`src/rtl/lsu_arb_pkg.sv`:
```
// Shared types and constants for the LSU port arbiter.
// Owner ids, in-flight tag layout and the LSU byte-mask/size codes.
package lsu_arb_pkg;

    typedef enum logic {
        PORT_CPU = 1'b0,
        PORT_DBG = 1'b1
    } port_id_t;

    typedef struct packed {
        logic     valid;
        port_id_t owner;
    } tag_t;

    // Byte-mask / size codes understood by the LSU (bit 2 = zero-extend load).
    localparam logic [2:0] BMASK_BYTE   = 3'b000;
    localparam logic [2:0] BMASK_HALF   = 3'b001;
    localparam logic [2:0] BMASK_WORD   = 3'b010;
    localparam logic [2:0] BMASK_BYTE_U = 3'b100;
    localparam logic [2:0] BMASK_HALF_U = 3'b101;

endpackage

```
`src/rtl/lsu_arbiter_if.sv`:
```
// Request/response bundle between the two requesters, the arbiter and the LSU.
// slave: arbiter side; master: requesters plus LSU model side.
interface lsu_arbiter_if;

    logic        i_p0_req;
    logic [31:0] i_p0_addr;
    logic [31:0] i_p0_wdata;
    logic        i_p0_wren;
    logic [2:0]  i_p0_bmask;
    logic        o_p0_gnt;
    logic        o_p0_rvalid;
    logic [31:0] o_p0_rdata;

    logic        i_p1_req;
    logic [31:0] i_p1_addr;
    logic [31:0] i_p1_wdata;
    logic        i_p1_wren;
    logic [2:0]  i_p1_bmask;
    logic        o_p1_gnt;
    logic        o_p1_rvalid;
    logic [31:0] o_p1_rdata;

    logic [31:0] o_lsu_addr;
    logic [31:0] o_lsu_st_data;
    logic        o_lsu_wren;
    logic [2:0]  o_lsu_bmask;
    logic [31:0] i_lsu_ld_data;

    modport slave (
        input  i_p0_req, i_p0_addr, i_p0_wdata, i_p0_wren, i_p0_bmask,
        output o_p0_gnt, o_p0_rvalid, o_p0_rdata,
        input  i_p1_req, i_p1_addr, i_p1_wdata, i_p1_wren, i_p1_bmask,
        output o_p1_gnt, o_p1_rvalid, o_p1_rdata,
        output o_lsu_addr, o_lsu_st_data, o_lsu_wren, o_lsu_bmask,
        input  i_lsu_ld_data
    );

    modport master (
        output i_p0_req, i_p0_addr, i_p0_wdata, i_p0_wren, i_p0_bmask,
        input  o_p0_gnt, o_p0_rvalid, o_p0_rdata,
        output i_p1_req, i_p1_addr, i_p1_wdata, i_p1_wren, i_p1_bmask,
        input  o_p1_gnt, o_p1_rvalid, o_p1_rdata,
        input  o_lsu_addr, o_lsu_st_data, o_lsu_wren, o_lsu_bmask,
        output i_lsu_ld_data
    );

endinterface

```
`src/rtl/lsu_arb_core.sv`:
```
// Grant decision for the two LSU requesters.
// Default: round-robin on contention using last_gnt.
// LSU_ARB_FIXED_PRIO_EN: port 0 wins contention unless port 1 has been
// denied STARVE_LIM consecutive requesting cycles.
module lsu_arb_core
    import lsu_arb_pkg::*;
#(
    parameter int unsigned STARVE_LIM = 8
) (
    input  logic     i_clk,
    input  logic     i_reset,
    input  logic     i_p0_req,
    input  logic     i_p1_req,
    output logic     o_p0_gnt,
    output logic     o_p1_gnt,
    output port_id_t o_winner
);

    if (STARVE_LIM < 1) begin : g_bad_lim
        $error("lsu_arb_core: STARVE_LIM must be at least 1");
    end

    logic p1_pri;

`ifdef LSU_ARB_FIXED_PRIO_EN
    localparam int unsigned     CW  = $clog2(STARVE_LIM + 1);
    localparam logic [CW-1:0]   LIM = CW'(STARVE_LIM);

    logic [CW-1:0] starve_q, starve_d;

    assign p1_pri = (starve_q >= LIM);

    // Saturating count of denied port 1 requesting cycles.
    always_comb begin
        starve_d = starve_q;
        if (o_p1_gnt) begin
            starve_d = '0;
        end else if (i_p1_req && (starve_q != LIM)) begin
            starve_d = starve_q + 1'b1;
        end
    end

    // Starvation counter register.
    always_ff @(posedge i_clk or negedge i_reset) begin
        if (!i_reset) begin
            starve_q <= '0;
        end else begin
            starve_q <= starve_d;
        end
    end
`else
    port_id_t last_gnt_q, last_gnt_d;

    assign p1_pri = (last_gnt_q == PORT_CPU);

    // Remember the most recent winner; idle cycles leave it untouched.
    always_comb begin
        last_gnt_d = last_gnt_q;
        if (o_p0_gnt || o_p1_gnt) begin
            last_gnt_d = o_winner;
        end
    end

    // last_gnt resets to port 1 so port 0 takes the first contention.
    always_ff @(posedge i_clk or negedge i_reset) begin
        if (!i_reset) begin
            last_gnt_q <= PORT_DBG;
        end else begin
            last_gnt_q <= last_gnt_d;
        end
    end
`endif

    // Grant decision; suppressed entirely while reset is asserted.
    always_comb begin
        o_p0_gnt = 1'b0;
        o_p1_gnt = 1'b0;
        if (i_reset) begin
            if (i_p0_req && i_p1_req) begin
                o_p0_gnt = !p1_pri;
                o_p1_gnt = p1_pri;
            end else begin
                o_p0_gnt = i_p0_req;
                o_p1_gnt = i_p1_req;
            end
        end
    end

    assign o_winner = o_p1_gnt ? PORT_DBG : PORT_CPU;

endmodule

```
`src/rtl/lsu_arbiter.sv`:
```
// Two-port arbiter in front of the single LSU port.
// Port 0: pipeline MEM stage, port 1: debug/boot-loader master.
// Requests are muxed to the LSU combinationally; an owner-tag shift register
// of RD_LAT (1..4) stages steers each response back to its issuer.
// Optional macro LSU_ARB_FIXED_PRIO_EN selects fixed priority with
// starvation relief (see lsu_arb_core).
module lsu_arbiter
    import lsu_arb_pkg::*;
#(
    parameter int unsigned RD_LAT     = 1,
    parameter int unsigned STARVE_LIM = 8
) (
    input logic          i_clk,
    input logic          i_reset,
    lsu_arbiter_if.slave bus
);

    if (RD_LAT < 1 || RD_LAT > 4) begin : g_bad_lat
        $error("lsu_arbiter: RD_LAT must be in 1..4");
    end

    logic     p0_gnt, p1_gnt, gnt_any;
    port_id_t winner;

    logic [31:0] lsu_addr, lsu_st_data;
    logic        lsu_wren;
    logic [2:0]  lsu_bmask;

    tag_t [RD_LAT-1:0] tag_q, tag_d;
    logic [RD_LAT-1:0] wr_q, wr_d;
    tag_t              tail;
    logic              tail_wr;

    lsu_arb_core #(
        .STARVE_LIM (STARVE_LIM)
    ) u_core (
        .i_clk    (i_clk),
        .i_reset  (i_reset),
        .i_p0_req (bus.i_p0_req),
        .i_p1_req (bus.i_p1_req),
        .o_p0_gnt (p0_gnt),
        .o_p1_gnt (p1_gnt),
        .o_winner (winner)
    );

    assign gnt_any = p0_gnt || p1_gnt;

    // LSU request mux; all-zero when nobody holds the grant.
    always_comb begin
        lsu_addr    = '0;
        lsu_st_data = '0;
        lsu_wren    = 1'b0;
        lsu_bmask   = '0;
        if (p0_gnt) begin
            lsu_addr    = bus.i_p0_addr;
            lsu_st_data = bus.i_p0_wdata;
            lsu_wren    = bus.i_p0_wren;
            lsu_bmask   = bus.i_p0_bmask;
        end else if (p1_gnt) begin
            lsu_addr    = bus.i_p1_addr;
            lsu_st_data = bus.i_p1_wdata;
            lsu_wren    = bus.i_p1_wren;
            lsu_bmask   = bus.i_p1_bmask;
        end
    end

    // Shift in this cycle's issue tag; the write flag rides alongside so the
    // owner receives a zero-data ack instead of load data for stores.
    always_comb begin
        tag_d          = tag_q;
        wr_d           = wr_q;
        tag_d[0].valid = gnt_any;
        tag_d[0].owner = winner;
        wr_d[0]        = lsu_wren;
        for (int unsigned i = 1; i < RD_LAT; i++) begin
            tag_d[i] = tag_q[i-1];
            wr_d[i]  = wr_q[i-1];
        end
    end

    // Tag pipe register; reset discards anything in flight.
    always_ff @(posedge i_clk or negedge i_reset) begin
        if (!i_reset) begin
            tag_q <= '0;
            wr_q  <= '0;
        end else begin
            tag_q <= tag_d;
            wr_q  <= wr_d;
        end
    end

    assign tail    = tag_q[RD_LAT-1];
    assign tail_wr = wr_q[RD_LAT-1];

    // Response steering from the tail of the tag pipe.
    always_comb begin
        bus.o_p0_rvalid = tail.valid && (tail.owner == PORT_CPU);
        bus.o_p1_rvalid = tail.valid && (tail.owner == PORT_DBG);
        bus.o_p0_rdata  = (bus.o_p0_rvalid && !tail_wr) ? bus.i_lsu_ld_data : '0;
        bus.o_p1_rdata  = (bus.o_p1_rvalid && !tail_wr) ? bus.i_lsu_ld_data : '0;
    end

    assign bus.o_p0_gnt      = p0_gnt;
    assign bus.o_p1_gnt      = p1_gnt;
    assign bus.o_lsu_addr    = lsu_addr;
    assign bus.o_lsu_st_data = lsu_st_data;
    assign bus.o_lsu_wren    = lsu_wren;
    assign bus.o_lsu_bmask   = lsu_bmask;

endmodule

```
`src/flat_wrapper.sv`:
```
// flat-port wrapper written by rule: the top's interface ports become plain ports
module lsu_arbiter_flat import lsu_arb_pkg::*;
#(
    parameter int unsigned RD_LAT     = 1,
    parameter int unsigned STARVE_LIM = 8
)
  (i_clk, i_reset, bus_i_p0_req, bus_i_p0_addr, bus_i_p0_wdata, bus_i_p0_wren, bus_i_p0_bmask, bus_o_p0_gnt, bus_o_p0_rvalid, bus_o_p0_rdata, bus_i_p1_req, bus_i_p1_addr, bus_i_p1_wdata, bus_i_p1_wren, bus_i_p1_bmask, bus_o_p1_gnt, bus_o_p1_rvalid, bus_o_p1_rdata, bus_o_lsu_addr, bus_o_lsu_st_data, bus_o_lsu_wren, bus_o_lsu_bmask, bus_i_lsu_ld_data);
  lsu_arbiter_if bus_i ();
  input logic i_clk;
  input logic i_reset;
  input wire logic [$bits(bus_i.i_p0_req)-1:0] bus_i_p0_req;
  input wire logic [$bits(bus_i.i_p0_addr)-1:0] bus_i_p0_addr;
  input wire logic [$bits(bus_i.i_p0_wdata)-1:0] bus_i_p0_wdata;
  input wire logic [$bits(bus_i.i_p0_wren)-1:0] bus_i_p0_wren;
  input wire logic [$bits(bus_i.i_p0_bmask)-1:0] bus_i_p0_bmask;
  output wire logic [$bits(bus_i.o_p0_gnt)-1:0] bus_o_p0_gnt;
  output wire logic [$bits(bus_i.o_p0_rvalid)-1:0] bus_o_p0_rvalid;
  output wire logic [$bits(bus_i.o_p0_rdata)-1:0] bus_o_p0_rdata;
  input wire logic [$bits(bus_i.i_p1_req)-1:0] bus_i_p1_req;
  input wire logic [$bits(bus_i.i_p1_addr)-1:0] bus_i_p1_addr;
  input wire logic [$bits(bus_i.i_p1_wdata)-1:0] bus_i_p1_wdata;
  input wire logic [$bits(bus_i.i_p1_wren)-1:0] bus_i_p1_wren;
  input wire logic [$bits(bus_i.i_p1_bmask)-1:0] bus_i_p1_bmask;
  output wire logic [$bits(bus_i.o_p1_gnt)-1:0] bus_o_p1_gnt;
  output wire logic [$bits(bus_i.o_p1_rvalid)-1:0] bus_o_p1_rvalid;
  output wire logic [$bits(bus_i.o_p1_rdata)-1:0] bus_o_p1_rdata;
  output wire logic [$bits(bus_i.o_lsu_addr)-1:0] bus_o_lsu_addr;
  output wire logic [$bits(bus_i.o_lsu_st_data)-1:0] bus_o_lsu_st_data;
  output wire logic [$bits(bus_i.o_lsu_wren)-1:0] bus_o_lsu_wren;
  output wire logic [$bits(bus_i.o_lsu_bmask)-1:0] bus_o_lsu_bmask;
  input wire logic [$bits(bus_i.i_lsu_ld_data)-1:0] bus_i_lsu_ld_data;
  assign bus_i.i_p0_req = bus_i_p0_req;
  assign bus_i.i_p0_addr = bus_i_p0_addr;
  assign bus_i.i_p0_wdata = bus_i_p0_wdata;
  assign bus_i.i_p0_wren = bus_i_p0_wren;
  assign bus_i.i_p0_bmask = bus_i_p0_bmask;
  assign bus_o_p0_gnt = bus_i.o_p0_gnt;
  assign bus_o_p0_rvalid = bus_i.o_p0_rvalid;
  assign bus_o_p0_rdata = bus_i.o_p0_rdata;
  assign bus_i.i_p1_req = bus_i_p1_req;
  assign bus_i.i_p1_addr = bus_i_p1_addr;
  assign bus_i.i_p1_wdata = bus_i_p1_wdata;
  assign bus_i.i_p1_wren = bus_i_p1_wren;
  assign bus_i.i_p1_bmask = bus_i_p1_bmask;
  assign bus_o_p1_gnt = bus_i.o_p1_gnt;
  assign bus_o_p1_rvalid = bus_i.o_p1_rvalid;
  assign bus_o_p1_rdata = bus_i.o_p1_rdata;
  assign bus_o_lsu_addr = bus_i.o_lsu_addr;
  assign bus_o_lsu_st_data = bus_i.o_lsu_st_data;
  assign bus_o_lsu_wren = bus_i.o_lsu_wren;
  assign bus_o_lsu_bmask = bus_i.o_lsu_bmask;
  assign bus_i.i_lsu_ld_data = bus_i_lsu_ld_data;
  lsu_arbiter #(.RD_LAT(RD_LAT), .STARVE_LIM(STARVE_LIM)) u_core (.i_clk(i_clk), .i_reset(i_reset), .bus(bus_i));
endmodule
```
`config.mk`:
```
export PLATFORM = sky130hd
export DESIGN_NAME = lsu_arbiter_flat
export DESIGN_NICKNAME = d
export VERILOG_FILES = /design/src/rtl/lsu_arb_pkg.sv /design/src/rtl/lsu_arbiter_if.sv /design/src/rtl/lsu_arb_core.sv /design/src/rtl/lsu_arbiter.sv /design/src/flat_wrapper.sv
export SDC_FILE = /design/constraint.sdc
export NUM_CORES = 1
export LEC_CHECK = 0
export ABC_AREA = 1
export CAP_MARGIN = 30
export CORE_AREA = 5 5 118 120
export DETAILED_ROUTE_END_ITERATION = 12
export DIE_AREA = 0 0 123 125
export PLACE_DENSITY_LB_ADDON = 0.1
export REMOVE_ABC_BUFFERS = 1
export SYNTH_ARGS = -nofsm -noshare
export SYNTH_HDL_FRONTEND = slang
export SYNTH_HIERARCHICAL = 1
export SYNTH_SLANG_ARGS = --single-unit
```
`constraint.sdc`:
```
create_clock -name i_clk -period 1.3 [get_ports i_clk]
set_input_delay 0.195 -clock i_clk [delete_from_list [all_inputs] [get_ports i_clk]]
set_output_delay 0.195 -clock i_clk [all_outputs]
set_load 0.01 [all_outputs]
```
======== Word level (Yosys, flattened, before mapping) ========
Cells that the tools add are included.
word-level totals
  flip-flop bits (word level) ............. 4
  output and inout port bits .............. 136
  word-level logic and storage cells ...... 28
operators by class
  muxes and demuxes ....................... 15
  bitwise operators ....................... 2
  reduce and logical (&&, ||, !) cells .... 7
operator list
  cell               count
  $mux 32            6
  $mux 1             7
  $mux 3             2
  $logic_and 1x1->1  5
  $not 1->1          2
  $logic_not 1->1    1
  $logic_or 1x1->1   1

======== Logic depth before layout (Yosys ltp) ========
Gate-level depths: netlist of the first run.
  depth after elaboration ................. 5
  depth in mapped cells ................... 9
  gate-level depth less buffers ........... 6

======== Modules after synthesis ========
The synthesis of the first run kept the hierarchy.
by module, submodules not included
  module        instances  cells an instance  area an instance (um2)
  lsu_arbiter   1          342                1577.8
  lsu_arb_core  1          12                 72.6

======== Worst setup path before layout of the first run ========
No wires, ideal clock.
  kind .................................... reg-to-output
  from .................................... reg u_core.u_core.last_gnt_q
  to ...................................... out bus_o_lsu_st_data[21]
  arrival ................................. 1.445 ns
  required time ........................... 1.105 ns
  slack ................................... -0.340 ns
  stages on the path, launching flop included .. 8
  path buffers ............................ 3
  path through ............................ dfstp_2 > inv_1 > a21oi_1 > buf_6 > buf_6 > buf_2 > nand2_1 > nand2_1
on the way
  elaborated cells on any way between the ends .. 7
  those cells by class .................... mux (6); bitwise (1)
RTL lines
  what                    line                source
  from (decl)             lsu_arb_core.sv:52  port_id_t last_gnt_q, last_gnt_d;
  from (signal assigned)  lsu_arb_core.sv:69  last_gnt_q <= last_gnt_d;
  $mux 1                  lsu_arb_core.sv:79  if (i_p0_req && i_p1_req) begin
  $mux 1                  lsu_arb_core.sv:78  if (i_reset) begin
  net bus_o_p0_gnt        flat_wrapper.sv:16  output wire logic [$bits(bus_i.o_p0_gnt)-1:0] bus_o_p0_gnt;
  $mux 32                 lsu_arbiter.sv:54   if (p0_gnt) begin
  to (decl)               flat_wrapper.sv:28  output wire logic [$bits(bus_i.o_lsu_st_data)-1:0] bus_o_lsu_st_data;
The timed path passes the listed nets, and every way through them passes these cells.

======== Worst setup path in the final report of the first run ========
  from .................................... reg u_core.u_core.last_gnt_q
  to ...................................... out bus_o_lsu_addr[10]
on the way
  word-level cells in the longest chain between the ends .. 5
  elaborated cells on any way between the ends .. 7
  those cells by class .................... mux (6); bitwise (1)
ends and longest elaborated chain
  what         line                source
  $not 1->1    lsu_arb_core.sv:54  assign p1_pri = (last_gnt_q == PORT_CPU);
  $mux 1       lsu_arb_core.sv:79
  $mux 1       lsu_arb_core.sv:78
  $mux 32      lsu_arbiter.sv:59   end else if (p1_gnt) begin
  $mux 32 (*)  lsu_arbiter.sv:54
  to (decl)    flat_wrapper.sv:27  output wire logic [$bits(bus_i.o_lsu_addr)-1:0] bus_o_lsu_addr;
Mark *: on every way between the ends. The rest lies on a longest branch, timed or not.

==> impl_metrics.env, run 1 <==
export IMPL_reg2reg_to="u_core/tail_wr"
export IMPL_cp_slowest_stage_delay_ns=0.54
export IMPL_worstSetupPathType="reg -> out"
export IMPL_p_leak_nw=3.10
export IMPL_path_buf_inv=5
export IMPL_fmax_ghz=0.549
export IMPL_power_w=0.00297
export IMPL_wl_um=14600
export IMPL_chipWidth_um=123
export IMPL_yosys_warnings=6
export IMPL_cp_required_ns=1.11
export IMPL_root_buffer="clkbuf_16"
export IMPL_avgRoutedWirePerCell_um=16.6
export IMPL_grt_max_degree=25
export IMPL_die_y_um=125
export IMPL_tns_ns=-54.12
export IMPL_grt_setup_unrepaired="yes"
export IMPL_ys_top_cells_by_count="143 x nand2_1, 65 x nor2_1, 60 x nand3_1"
export IMPL_gr_usage_all_layers_pct=16.7
export IMPL_grt_util_met1_pct=15.9
export IMPL_num_rows=42
export IMPL_vias=3622
export IMPL_p_per_area_nw_per_um2=468
export IMPL_status="finished, violations left"
export IMPL_htreeDepth=1
export IMPL_grt_pass1_wl_um=20100
export IMPL_violations="negative setup slack"
export IMPL_synthCells=354
export IMPL_first_pass_iters=4
export IMPL_critPathLaunchType="flop"
export IMPL_drive_gt1_share_pct=46.4
export IMPL_hp_class="in -> async"
export IMPL_fin_skew_ns=0.00578
export IMPL_n_antenna_cell=0
export IMPL_setup_viol=138
export IMPL_drt_iter0_markers=70
export IMPL_synth_area_leaders="nand2_1 33%, nand3_1 18%, nor2_1 15%"
export IMPL_drv_slew=0
export IMPL_async_flop_share_pct=100
export IMPL_drcViolationCount=0
export IMPL_cts_clk_slew_worst_paths_ns=0.03
export IMPL_start_util_pct=12.8
export IMPL_cts_path_max_buffers=2
export IMPL_synth_seq_area_share_pct=6.14
export IMPL_worstPathCellList="inv_2 > a21oi_4 > buf_12 > buf_16 > buf_12 > nand2_2 > nand2_1 > buf_2"
export IMPL_period_share_pct=140
export IMPL_syn_area_per_cell_um2=4.66
export IMPL_relSlewSlack_pct=84.8
export IMPL_clock_sinks=4
export IMPL_die_area_um2=15400
export IMPL_grt_pass1_vias=3654
export IMPL_synth_most_common_cell="nand2_1"
export IMPL_antenna_found_initial=1
export IMPL_hpwl_um=10600
export IMPL_syn_to_final_growth_pct=284
export IMPL_cts_buffers=3
export IMPL_slowest_stage="dfstp_2"
export IMPL_finalWorstSetupSlack_ns=-0.523
export IMPL_io_pins=308
export IMPL_cpMostUsedCell="buf_12"
export IMPL_top_usage_layer="met2"
export IMPL_use_met2_pct=33.6
export IMPL_synth_distinct_cells=14
export IMPL_syn_area_um2=1650
export IMPL_cts_tree="done"
export IMPL_reg2reg_depth=8
export IMPL_core_region_area_um2=12900
export IMPL_antenna_left=0
export IMPL_synth_edf_count=0
export IMPL_cts_hold_buf=0
export IMPL_ys_ff_latch=4
export IMPL_cp_top_family="buffers and inverters"
export IMPL_worstReg2RegStart="u_core/u_core/last_gnt_q"
export IMPL_ff2ff_setup_slack_ns=-0.19
export IMPL_vias_per_cell=4.10
export IMPL_cap_violations=0
export IMPL_peakVddDrop_mv=0.310
export IMPL_critPathMaxFanout=8
export IMPL_clock_latency_ns=0.23
export IMPL_cp_arrival_ns=1.63
export IMPL_hold_viol=0
export IMPL_n_fill_cell=1237
export IMPL_fin_nets=880
export IMPL_worst_pin_slew_ns=0.227
export IMPL_synth_largest_area_cell="nand2_1"
export IMPL_endpoint_kind="output port"
export IMPL_io_buffers=307
export IMPL_grt_ovfl_total=0
export IMPL_synth_ff_type="dfrtp_1"
export IMPL_gp_congestion=0.812
export IMPL_yosysTopAreaCellShare_pct=32.5
export IMPL_fin_crit_ns=1.82
export IMPL_grtUsageMet3_pct=6.23
## placed cells by master, fill, tap and decap left out, types with 6 or more instances in the layout
cell / instances
buf_4: 11
nor2_4: 55
nand2_1: 118
nand2_2: 19
inv_1: 34
buf_8: 8
buf_6: 116
buf_2: 50
nand3_1: 47
nand2_4: 6
clkdlybuf4s50_1: 169
nand3_2: 21
nor2_1: 6
buf_12: 18
## stage by stage
step,worst slack (ns),instance area [µm²],hold WS [ns],util [%],std cells
floorplan,-3.32,1450,-0.101,-,324
detailed placement,-0.983,5030,0.539,39.1,829
global placement,-0.981,5030,0.532,39.1,829
global route,-0.597,6340,0.0947,49.3,883
CTS,-0.586,5400,0.0533,41.9,867
finish,-0.523,6340,0.0486,49.3,883
## worst max-delay path by stage
stage / startpoint / endpoint / slack, ns / cells after the start
2_1_floorplan: u_core/u_core/last_gnt_q / bus_o_lsu_wren / -3.32 / 5
3_3_place_gp: i_reset / bus_o_lsu_bmask[2] / -0.98 / 9
3_5_place_dp: bus_i_p1_req / bus_o_lsu_st_data[11] / -0.98 / 9
4_1_cts: u_core/u_core/last_gnt_q / bus_o_lsu_addr[15] / -0.59 / 8
5_1_grt: u_core/u_core/last_gnt_q / bus_o_lsu_addr[14] / -0.60 / 8
6_report: u_core/u_core/last_gnt_q / bus_o_lsu_addr[10] / -0.52 / 8
## state kept, by name (all words and copies together), names as in the netlist
name and cells:
u_core/tag_q 2, u_core/tail_wr 1, u_core/u_core/last_gnt_q 1
## where the power goes
part           switching, W  internal, W  leakage [nW]
clock             0.0000902     0.000405        0.0382
combinational      0.000968      0.00135          3.01
sequential        0.0000128     0.000142        0.0482
## repair_timing
action / 4_1_cts / 5_1_grt
pin swaps: 4 / 25
gates resized for setup: 681 / 200
buffers inserted: 27 / 23
gates cloned: 8 / 1
hold endpoints to repair: 0 / 0
setup endpoints to repair: 138 / 138
## kinds of logic (layout without fill, tap and decap cells)
kind of cell | after synthesis | in the layout | share of synthesized area [%]
compound gates | 1 | 1 | 0.303
buf+inv | 70 | 423 | 21.6
flops | 4 | 4 | 6.14
simple gates | 279 | 279 | 71.9
## metal layers
metal | share of wire, % | up-vias
li1 | - | 1780
met1 | 33 | 1612
met2 | 54 | 214
met3 | 12 | 14
met4 | 1.3 | 2
met5 | 0.089 | -
## worst reg2reg max path, delay by kind of cell (launching register included)
family	cells	cell delay [ns]
DFF	1	0.54
buffers and inverters	5	0.54
and+or+nand+nor	2	0.13
AOI/OAI and AO/OA	1	0.17
## cell type report
cell class | count | area, µm² | share of cell area, %
timing repair buffer | 379 | 3970 | 62.6
tap | 176 | 220 | 3.47
clock buffer | 4 | 78.8 | 1.24
inverter | 40 | 173 | 2.72
multi-input combinational | 280 | 1800 | 28.4
sequential | 4 | 103 | 1.62
(Power assumes the default switching activity.)
==> run 2: changes to the inputs <==
- CAP_MARGIN: 30 -> 40
==> results of run 2 <==
No change in the layout: final DEF, timing and power equal those of run 1.
